`src/rtl/hex_scan_controller.sv`:
```
// Four-digit hex display scanner sharing one external hex decoder; one digit latched per divider tick.
// Optional leading-zero blanking is compiled in when HEX_SCAN_LZB_EN is defined.
module hex_scan_controller #(
  parameter int unsigned DIV_MAX   = 49999,
  parameter int unsigned DIV_WIDTH = 16
) (
  input  logic        clock,
  input  logic        reset,
  input  logic        load,
  input  logic [15:0] value,
  output logic [3:0]  dec_nibble,
  input  logic [6:0]  dec_seg,
  output logic [6:0]  hex0,
  output logic [6:0]  hex1,
  output logic [6:0]  hex2,
  output logic [6:0]  hex3,
  output logic        busy,
  output logic        done
);

  typedef enum logic [1:0] {
    IDLE = 2'd0,
    SCAN = 2'd1,
    DONE = 2'd2
  } state_t;

  localparam logic [DIV_WIDTH-1:0] DIV_LAST = DIV_WIDTH'(DIV_MAX);
  localparam logic [6:0]           SEG_OFF  = 7'h7F;

  state_t                state_q, state_d;
  logic [1:0]            idx_q, idx_d;
  logic [DIV_WIDTH-1:0]  div_q, div_d;
  logic [15:0]           shadow_q, shadow_d;
  logic [3:0][6:0]       hex_q, hex_d;

  logic                  tick;
  logic [6:0]            seg_lat;

  assign tick = (state_q == SCAN) && (div_q == DIV_LAST);

`ifdef HEX_SCAN_LZB_EN
  // A digit is blank when it and every more-significant nibble are zero; digit 0 always shows.
  logic blank;
  always_comb begin
    blank = 1'b0;
    case (idx_q)
      2'd1:    blank = (shadow_q[15:4]  == 12'h000);
      2'd2:    blank = (shadow_q[15:8]  == 8'h00);
      2'd3:    blank = (shadow_q[15:12] == 4'h0);
      default: blank = 1'b0;
    endcase
  end
  assign seg_lat = blank ? SEG_OFF : dec_seg;
`else
  assign seg_lat = dec_seg;
`endif

  always_comb begin
    dec_nibble = 4'h0;
    if (state_q == SCAN) begin
      dec_nibble = shadow_q[{idx_q, 2'b00} +: 4];
    end
  end

  always_comb begin
    state_d  = state_q;
    idx_d    = idx_q;
    div_d    = div_q;
    shadow_d = shadow_q;
    hex_d    = hex_q;
    case (state_q)
      IDLE: begin
        if (load) begin
          shadow_d = value;
          idx_d    = 2'd0;
          div_d    = '0;
          state_d  = SCAN;
        end
      end
      SCAN: begin
        div_d = tick ? '0 : div_q + 1'b1;
        if (tick) begin
          hex_d[idx_q] = seg_lat;
          idx_d        = idx_q + 2'd1;
          if (idx_q == 2'd3) begin
            state_d = DONE;
          end
        end
      end
      DONE: begin
        state_d = IDLE;
      end
      default: begin
        state_d = IDLE;
      end
    endcase
  end

  always_ff @(posedge clock) begin
    if (reset) begin
      state_q  <= IDLE;
      idx_q    <= 2'd0;
      div_q    <= '0;
      shadow_q <= 16'h0000;
      hex_q    <= {4{SEG_OFF}};
    end else begin
      state_q  <= state_d;
      idx_q    <= idx_d;
      div_q    <= div_d;
      shadow_q <= shadow_d;
      hex_q    <= hex_d;
    end
  end

  assign hex0 = hex_q[0];
  assign hex1 = hex_q[1];
  assign hex2 = hex_q[2];
  assign hex3 = hex_q[3];
  assign busy = (state_q == SCAN);
  assign done = (state_q == DONE);

endmodule

```
`config.mk`:
```
export PLATFORM = sky130hd
export DESIGN_NAME = hex_scan_controller
export DESIGN_NICKNAME = d
export VERILOG_FILES = /design/src/rtl/hex_scan_controller.sv
export SDC_FILE = /design/constraint.sdc
export NUM_CORES = 1
export LEC_CHECK = 0
export CAP_MARGIN = 20
export CORE_ASPECT_RATIO = 0.7
export CORE_MARGIN = 4
export CORE_UTILIZATION = 45
export DETAILED_ROUTE_END_ITERATION = 7
export PLACE_DENSITY = 0.75
export SLEW_MARGIN = 20
export SYNTH_ARGS = -nofsm -noshare
export SYNTH_HDL_FRONTEND = slang
export SYNTH_SLANG_ARGS = --single-unit
```
`constraint.sdc`:
```
create_clock -name clock -period 1.9 [get_ports clock]
set_input_delay 0.38 -clock clock [delete_from_list [all_inputs] [get_ports clock]]
set_output_delay 0.38 -clock clock [all_outputs]
set_load 0.02 [all_outputs]
```
**Yosys cells after proc, flatten, opt, wreduce, memory -nomap -nowiden**

Index checks and enable logic that the tools add are counted.

- Bits in registers: 64
- Bits of input ports: 26
- Output and inout port bits: 34

- Add/subtract/negate cells: 2
- $lt $le $gt $ge: 2
- Eq/ne operators: 7
- Shift-type cells: 1
- Multiplexer cells: 14
- Reduce and logical (&&, ||, !) cells: 9

Operator list:

| kind | count |
|---|---|
| $mux 16 | 2 |
| $pmux 16 s2 | 1 |
| $bwmux 28 | 1 |
| $add 16x1->16 const B | 1 |
| $eq 16x16->1 const B | 1 |
| $shiftx 16x5->4 | 1 |
| $demux 7 s2 | 1 |
| $mux 2 | 5 |
| $pmux 2 s2 | 2 |
| $mux 7 | 1 |
| $reduce_and 2->1 | 3 |
| $reduce_and 3->1 | 2 |
| $eq 2x2->1 const B | 2 |
| $mux 4 | 1 |
| $ne 2x1->1 const B | 2 |
| $lt 2x3->1 const B | 1 |
| $add 2x1->2 const B | 1 |
| $eq 2x1->1 const B | 1 |
| $ge 2x1->1 const B | 1 |
| $logic_and 1x1->1 | 2 |
| $logic_not 2->1 | 1 |
| $ne 2x2->1 const B | 1 |
| $reduce_bool 2->1 | 1 |

**Longest topological paths before layout**

Gate-level depths: netlist of the first run.

- Depth in word-level cells: 5
- Gate-level depth with buffers: 7
- Gate-level depth less buffers: 6

**Worst setup path after synthesis of the first run**

OpenSTA, ideal clock, no wires.

- Kind: register to register
- Start: register div_q[10]
- End: register div_q[10]
- Arrival: 1.852 ns
- Required time: 1.767 ns
- Path slack: -0.085 ns
- Cell stages (with the launch flop): 7
- Path buffers: 1
- Clock period less this slack: 1.985 ns
- Path through: dfxtp_1 -> or4b_1 -> or2_2 -> nor3_4 -> or3_1 -> buf_2 -> a311oi_1

- Word-level cells in the longest chain between the ends: 4
- Elaborated cells on any way between the ends: 5

Ends and longest elaborated chain:

| element | line | text |
|---|---|---|
| start: declaration | 32 | `logic [DIV_WIDTH-1:0] div_q, div_d;` |
| start signal: assignment | 109 | `div_q <= div_d;` |
| branches (longest 2 deep; another with $add 16x1->16) | -- |  |
| $mux 16 (*) | 81 | `div_d = tick ? '0 : div_q + 1'b1;` |
| $pmux 16 s2 (*) | 71 | `case (state_q)` |

Mark *: on every way between the ends.
A chain may end at the register's enable or synchronous reset.

**Worst setup path after layout of the first run**

- Start: register idx_q[0]
- End: output dec_nibble[0]

- Word-level cells in the longest chain between the ends: 2

Ends and longest elaborated chain:

| element | line | text |
|---|---|---|
| start: declaration | 31 | `logic [1:0] idx_q, idx_d;` |
| start signal: assignment | 108 | `idx_q <= idx_d;` |
| $shiftx 16x5->4 | 61 | `dec_nibble = shadow_q[{idx_q, 2'b00} +: 4];` |
| $mux 4 | 60 | `if (state_q == SCAN) begin` |
| end: declaration | 11 | `output logic [3:0] dec_nibble,` |

Every way passes these cells.

==> run summary, run 1 <==
Status -> finished clean
Area grow syn2layout -> 42.1%
Seq cells post-synth -> 64
Via count -> 2,541
Internal power -> 2.11 mW
Worst path cell trace -> mux4_2 -> and2_4 -> buf_6
Most Used Layer, Global Route -> met2
Wire length of the first global-routing pass -> 11,200 um
Die Width -> 102 um
Crit start category -> register
Site Rows -> 23
Power Total -> 2.74 mW
Post-synth EDFFs -> 0
Total Wirelength -> 7050 um
Combinational power share -> 0.080
Peak VDD IR -> 0.000428 V
Total leakage power -> 1.73 nW
Clock latency on the worst-skew pair -> 330 ps
CTS clock-pin slew for the worst setup and hold paths -> 70 ps
DIE HEIGHT -> 73.7 um
Avg Vias per Cell -> 5.28
Setup violators final -> 0
Finished Cell Area -> 3940 um2
CP delay by family, top -> multiplexers
Fraction of power consumed by the clock network -> 0.418
Met3 capacity usage during global routing -> 0.0683
Maximum number of pins on one net before global-route repair -> 62
DRC Markers -> 0
Sequential power share -> 0.502
Clk Tree Root Cell -> sky130_fd_sc_hd__clkbuf_8
Number of primary I/O pins -> 60
Class of the worst hold path -> input pin to register
Clock tree buffer depth -> 2
DIE AREA -> 7500 um2
Core Region -> 5840 um2
Avg Inst Size Synth -> 8.83 um2
Effective utilization at floorplan -> 0.475
Peak clock frequency supported by timing -> 528 MHz
Maximum level of the CTS H-tree -> 3
Gr usage total -> 0.194
Share of flip-flops with an asynchronous set or reset -> 0
Portion of the post-synthesis area used by sequential elements -> 0.462
Net switching component of the power -> 629 uW
Biggest fanout along the worst timing path -> 5
Number of nets in the synthesized netlist -> 345
Required time reported for the critical path endpoint -> 1520 ps
Power per standard cell area -> 694 nW/um2
Critical path's largest stage delay -> 510 ps
CTS tree -> yes
Final #Nets -> 432
Summed instance area of the synthesized netlist -> 2770 um2
Number of iterations in the first detailed-routing pass -> 4
Max-Cap Viols -> 0
Hold-fix buffers at CTS -> 0
Compound-gate portion of the synthesized area -> 0.0816
Buffers plus inverters on the worst setup path -> 1
Maximum clock skew at final layout -> 3.89 ps
Port Buf Inserts -> 59
Max_slew headroom -> 0.756
Met2 demand-to-capacity share in global routing -> 0.298
Detailed Route Iter0 Violations -> 119
Slew at the pin closest to its max-slew limit -> 366 ps
Xor and xnor fraction of the mapped netlist area -> 0.00631
Post-Synthesis Cells -> 314
Fraction of synthesized area in multiplexers -> 0.137
Combinational family with the most area after synthesis -> simple AND/OR/NAND/NOR gates
Area share of and/or/nand/nor cells after synthesis -> 0.266
Share of final-layout standard cells stronger than drive strength 1 -> 0.202
Final cell utilization of the core -> 0.675
Most used flip-flop cell after synthesis -> sky130_fd_sc_hd__dfxtp_1
CP Capture Type -> primary output
Final hold violations -> 0
Clock buffer count from CTS -> 9
Routability-driven placement congestion ratio -> 0.873
Number of sinks driven by the clock tree -> 64
Vias in the first global route -> 2,371
Max-slew violation count -> 0
Post-synth cell types -> 41
Number of warnings reported in the yosys synthesis log -> 0
Post-synthesis adder-cell area fraction -> 0.0226
Share of the cycle needed by the critical path after routing -> 0.997
Critical Path AT -> 1510 ps
Setup Crit Path Kind -> register to primary output
Count of nets left with antenna violations after detail routing -> 0
Number of antenna violations at the first check in global routing -> 0
Met1 demand-to-capacity share in global routing -> 0.259
Remaining global-route overflow -> 0
Setup repair after global routing missed its margin -> true
Time the worst path needs with I/O delays and setup -> 1890 ps
Cell area reported after detailed placement -> 3660 um2
Switching share of power -> 0.230
Average wire per standard cell -> 14.7 um
Hold slack final -> 343 ps
Detailed placer's ending HPWL -> 5040 um
Critical-path top delay cell -> sky130_fd_sc_hd__mux4_2
Antenna Cells -> 0
## path summary, 6_finish.rpt
path / from / to / slack [ps] / depth (start not counted)
worst max-delay path: idx_q[0] / dec_nibble[0] / 6 / 3
worst min-delay path: reset / div_q[7] / 340 / 2
worst max register to register: div_q[10] / div_q[5] / 20 / 7
worst min register to register: shadow_q[11] / shadow_q[11] / 460 / 2
## routing by layer
metal  wire (um)  up-vias
met2        3180       84
li1            -     1265
met1        3270     1190
met3         566        2
met5           0        -
met4          31        0
## metrics by stage
stage	setup slack [ps]	std cells	TNS [ps]
global route	-60.2	481	-717
global placement	-202	465	-802
floorplan	-0.745	314	-0.745
finish	5.97	481	0
detailed placement	-232	465	-856
CTS	-69.0	481	-77.1
## placed cells by master, fill, tap and decap left out, types with 3 or more instances in the layout
cell	count
sky130_fd_sc_hd__a21oi_1	22
sky130_fd_sc_hd__ha_1	4
sky130_fd_sc_hd__buf_4	26
sky130_fd_sc_hd__buf_6	7
sky130_fd_sc_hd__dfxtp_1	59
sky130_fd_sc_hd__nor3_1	3
sky130_fd_sc_hd__clkbuf_8	10
sky130_fd_sc_hd__mux4_2	4
sky130_fd_sc_hd__nand4_1	7
sky130_fd_sc_hd__nand3_1	8
sky130_fd_sc_hd__clkdlybuf4s50_1	52
sky130_fd_sc_hd__nand2_1	43
sky130_fd_sc_hd__nor2_1	52
sky130_fd_sc_hd__mux2i_1	29
sky130_fd_sc_hd__dfxtp_2	4
sky130_fd_sc_hd__o21ai_0	4
sky130_fd_sc_hd__and2_4	4
sky130_fd_sc_hd__or3_1	7
sky130_fd_sc_hd__inv_1	4
sky130_fd_sc_hd__a31oi_1	3
sky130_fd_sc_hd__nand2_4	4
## cell usage after synthesis, drive strengths merged (2+ instances only)
| master | n | area share |
|---|---|---|
| dfxtp | 64 | 0.46 |
| nor2 | 54 | 0.073 |
| nand2 | 48 | 0.069 |
| mux2i | 29 | 0.10 |
| a21oi | 23 | 0.041 |
| clkbuf | 9 | 0.012 |
| nand3 | 8 | 0.014 |
| or3 | 8 | 0.018 |
| nand4 | 7 | 0.016 |
| and2 | 6 | 0.014 |
| ha | 5 | 0.023 |
| o21ai | 5 | 0.0090 |
| buf | 4 | 0.0059 |
| inv | 4 | 0.0054 |
| mux4 | 4 | 0.032 |
| nor3 | 4 | 0.011 |
| a31oi | 3 | 0.0068 |
| nor4 | 3 | 0.0090 |
| a211oi | 2 | 0.0054 |
| a311oi | 2 | 0.0063 |
| nand2b | 2 | 0.0045 |
| nand4b | 2 | 0.0063 |
| o31a | 2 | 0.0063 |
| or2 | 2 | 0.0045 |
| or4 | 2 | 0.0054 |
## power groups by stage
| stage | clock [mW] | sequential, mW | combinational, mW |
|---|---|---|---|
| floorplan | 0 | 1.40 | 0.102 |
| global placement | 0 | 1.41 | 0.207 |
| detailed placement | 0 | 1.41 | 0.211 |
| CTS | 1.17 | 1.37 | 0.212 |
| global route | 1.24 | 1.38 | 0.241 |
| finish | 1.14 | 1.37 | 0.220 |
## logic make-up after synthesis
kind of cell,count (synthesis)
adders and majority gates,5
DFF,64
xor gates and xnor gates,2
and+or+nand+nor,153
buffers and inverters,18
muxes,33
AOI/OAI and AO/OA,39
## cell type report
class                   count  area [um2]
flip-flops and latches     64        1290
well taps                  75        93.8
clock buffers              11         141
repair buffers             89         837
fillers                   491        1900
multi-input cells         232        1510
inverters                   5        18.8
clock inverters             5        56.3
## sequential cells by signal (all words and copies together), names as in the netlist
name	flops
state_q	2
shadow_q	16
hex3	7
idx_q	2
div_q	16
hex0	7
hex1	7
hex2	7
## timing repair
action,in CTS,in global routing
pin swaps,3,6
setup buffers,0,1
resized for setup,34,18
endpoints found under the setup margin,22,48
Power figures use the tool's default switching activity.
==> run 2: changes to the inputs <==
- CORE_ASPECT_RATIO: 0.7 -> 1.5
==> run summary, run 2 (synthesis gave the netlist of run 1 again) <==
Status -> finished, violations left (was finished clean)
Violations in the final reports -> setup timing
Number of antenna violations at the first check in global routing -> 0 (unchanged)
Power per standard cell area -> 760 nW/um2 (was 694 nW/um2)
Finished Cell Area -> 4020 um2 (was 3940 um2)
Remaining global-route overflow -> 0 (unchanged)
Max-Cap Viols -> 0 (unchanged)
Switching share of power -> 0.221 (was 0.230)
CP Capture Type -> register (was primary output)
Core Region -> 5910 um2 (was 5840 um2)
Total negative slack -> -10.8 ps (was 0 ps)
Detailed placer's ending HPWL -> 5120 um (was 5040 um)
Total leakage power -> 1.75 nW (was 1.73 nW)
Number of sinks driven by the clock tree -> 64 (unchanged)
Final hold violations -> 0 (unchanged)
Port Buf Inserts -> 59 (unchanged)
Max-slew violation count -> 0 (unchanged)
Maximum number of pins on one net before global-route repair -> 41 (was 62)
Count of nets left with antenna violations after detail routing -> 0 (unchanged)
DP Worst Slack -> -186 ps (was -232 ps)
Setup repair after global routing missed its margin -> true (unchanged)
Number of iterations in the first detailed-routing pass -> 4 (unchanged)
Clk Tree Root Cell -> sky130_fd_sc_hd__clkbuf_8 (unchanged)
Avg Vias per Cell -> 5.36 (was 5.28)
Max_slew headroom -> 0.739 (was 0.756)
Critical path's largest stage delay -> 550 ps (was 510 ps)
Share of the cycle needed by the critical path after routing -> 1.00 (was 0.997)
Maximum clock skew at final layout -> 7.79 ps (was 3.89 ps)
Die Width -> 72.1 um (was 102 um)
Setup violators final -> 3 (was 0)
Peak clock frequency supported by timing -> 524 MHz (was 528 MHz)
Commonest cells after routing, fill and taps aside -> 60 x sky130_fd_sc_hd__dfxtp_1, 53 x sky130_fd_sc_hd__nor2_1, 52 x sky130_fd_sc_hd__clkdlybuf4s50_1 (was 59 x sky130_fd_sc_hd__dfxtp_1, 52 x sky130_fd_sc_hd__nor2_1, 52 x sky130_fd_sc_hd__clkdlybuf4s50_1)
Gr usage total -> 0.205 (was 0.194)
Biggest fanout along the worst timing path -> 5 (unchanged)
Net switching component of the power -> 676 uW (was 629 uW)
Clock latency on the worst-skew pair -> 350 ps (was 330 ps)
Setup Crit Path Kind -> register to register (was register to primary output)
Fin worst setup slack -> -7.69 ps (was 5.97 ps)
Internal power -> 2.38 mW (was 2.11 mW)
Crit. path cell count -> 7 (was 3)
Crit start category -> register (unchanged)
Site Rows -> 34 (was 23)
Number of primary I/O pins -> 60 (unchanged)
Buffers plus inverters on the worst setup path -> 2 (was 1)
CTS tree -> yes (unchanged)
Class of the worst hold path -> input pin to register (unchanged)
Share of final-layout standard cells stronger than drive strength 1 -> 0.208 (was 0.202)
Worst path cell trace -> or4b_4 -> or2_4 -> nor3_4 -> buf_6 -> buf_6 -> nand3_2 -> a21oi_2 (was mux4_2 -> and2_4 -> buf_6)
Clock tree buffer depth -> 2 (unchanged)
CTS clock-pin slew for the worst setup and hold paths -> 70 ps (about the same)
Worst R2R Path Depth -> 7 (unchanged)
Sequential power share -> 0.450 (was 0.502)
Maximum level of the CTS H-tree -> 3 (unchanged)
Effective utilization at floorplan -> 0.469 (was 0.475)
Antenna Cells -> 0 (unchanged)
Fraction of power consumed by the clock network -> 0.480 (was 0.418)
Crit path top cell by count -> sky130_fd_sc_hd__buf_6
Required time reported for the critical path endpoint -> 2180 ps (was 1520 ps)
Slew at the pin closest to its max-slew limit -> 388 ps (was 366 ps)
Hold slack final -> 319 ps (was 343 ps)
Leading cell type in the layout, fill and taps excluded -> sky130_fd_sc_hd__dfxtp_1 (unchanged)
Total Wirelength -> 7430 um (was 7050 um)
Clock buffer count from CTS -> 9 (unchanged)
Average wire per standard cell -> 15.5 um (was 14.7 um)
DRC Markers -> 0 (unchanged)
Combinational power share -> 0.070 (was 0.080)
DIE AREA -> 7510 um2 (was 7500 um2)
Area grow syn2layout -> 44.7% (was 42.1%)
CP delay by family, top -> simple AND/OR/NAND/NOR gates (was multiplexers)
Via count -> 2,577 (was 2,541)
Time the worst path needs with I/O delays and setup -> 1910 ps (was 1890 ps)
Worst hold path stage count -> 2 (unchanged)
Vias in the first global route -> 2,584 (was 2,371)
DIE HEIGHT -> 104 um (was 73.7 um)
Critical Path AT -> 2190 ps (was 1510 ps)
Final cell utilization of the core -> 0.679 (was 0.675)
Wire length of the first global-routing pass -> 12,000 um (was 11,200 um)
Final #Nets -> 435 (was 432)
Routability-driven placement congestion ratio -> 0.842 (was 0.873)
Cell area reported after detailed placement -> 3660 um2 (about the same)
Detailed Route Iter0 Violations -> 98 (was 119)
Registers with the most flip-flops -> div_q x16, shadow_q x16 (unchanged)
Peak VDD IR -> 0.000599 V (was 0.000428 V)
Critical-path top delay cell -> sky130_fd_sc_hd__or4b_4 (was sky130_fd_sc_hd__mux4_2)
[run 2: cell count changes in the layout (fill, tap and decap cells not counted), sizes merged]
cell      before  now
buf           35   38
bufinv         1    3
clkbuf        11   10
clkinvlp       1    0
[run 2: metal layers]
metal	routed length [um]	GRT usage
met1	2820	0.210
met2	3920	0.361
met3	353	0.0638
met4	338	0.106
met5	0	0
[run 2: final timing paths]
| kind | from | to | slack, ps |
|---|---|---|---|
| max reg2reg | div_q[10] | idx_q[1] | -8 |
| min | reset | div_q[13] | 320 |
| min reg2reg | shadow_q[8] | shadow_q[8] | 450 |
| max | div_q[10] | idx_q[1] | -8 |
[run 2: cell type report]
cell class,count,area (um2)
fill,452,1900
sequential,64,1290
inverter,5,18.8
clock inverter,6,116
multi-input combinational,232,1510
clock buffer,10,138
tap,72,90.1
timing repair buffer,92,847
[run 2: worst register-to-register path, delay by kind of cell (launching register included)]
family | cells | cell delay [ps]
AOI/OAI and AO/OA | 1 | 140
buffers and inverters | 2 | 310
DFF | 1 | 320
and+or+nand+nor | 4 | 1060
[run 2: per-stage QoR]
stage	std cells	power [mW]
6_report	481	3.05
2_1_floorplan	314	1.51
5_1_grt	481	3.16
4_1_cts	480	3.07
3_3_place_gp	464	1.61
3_5_place_dp	464	1.61
[run 2: what timing repair did]
action | in CTS | in global routing
setup endpoints to repair | 42 | 44
hold buffers | 0 | 0
resized for setup | 31 | 22
pin swaps | 3 | 4
setup buffers | 0 | 1
[run 2: power groups by stage]
stage                     Combinational, mW  Sequential, mW  Clock [mW]
after floorplan                       0.102            1.40           0
after global routing                  0.231            1.38        1.55
after CTS                             0.207            1.38        1.49
after global placement                0.201            1.41           0
after detailed placement              0.203            1.41           0
final                                 0.212            1.37        1.47
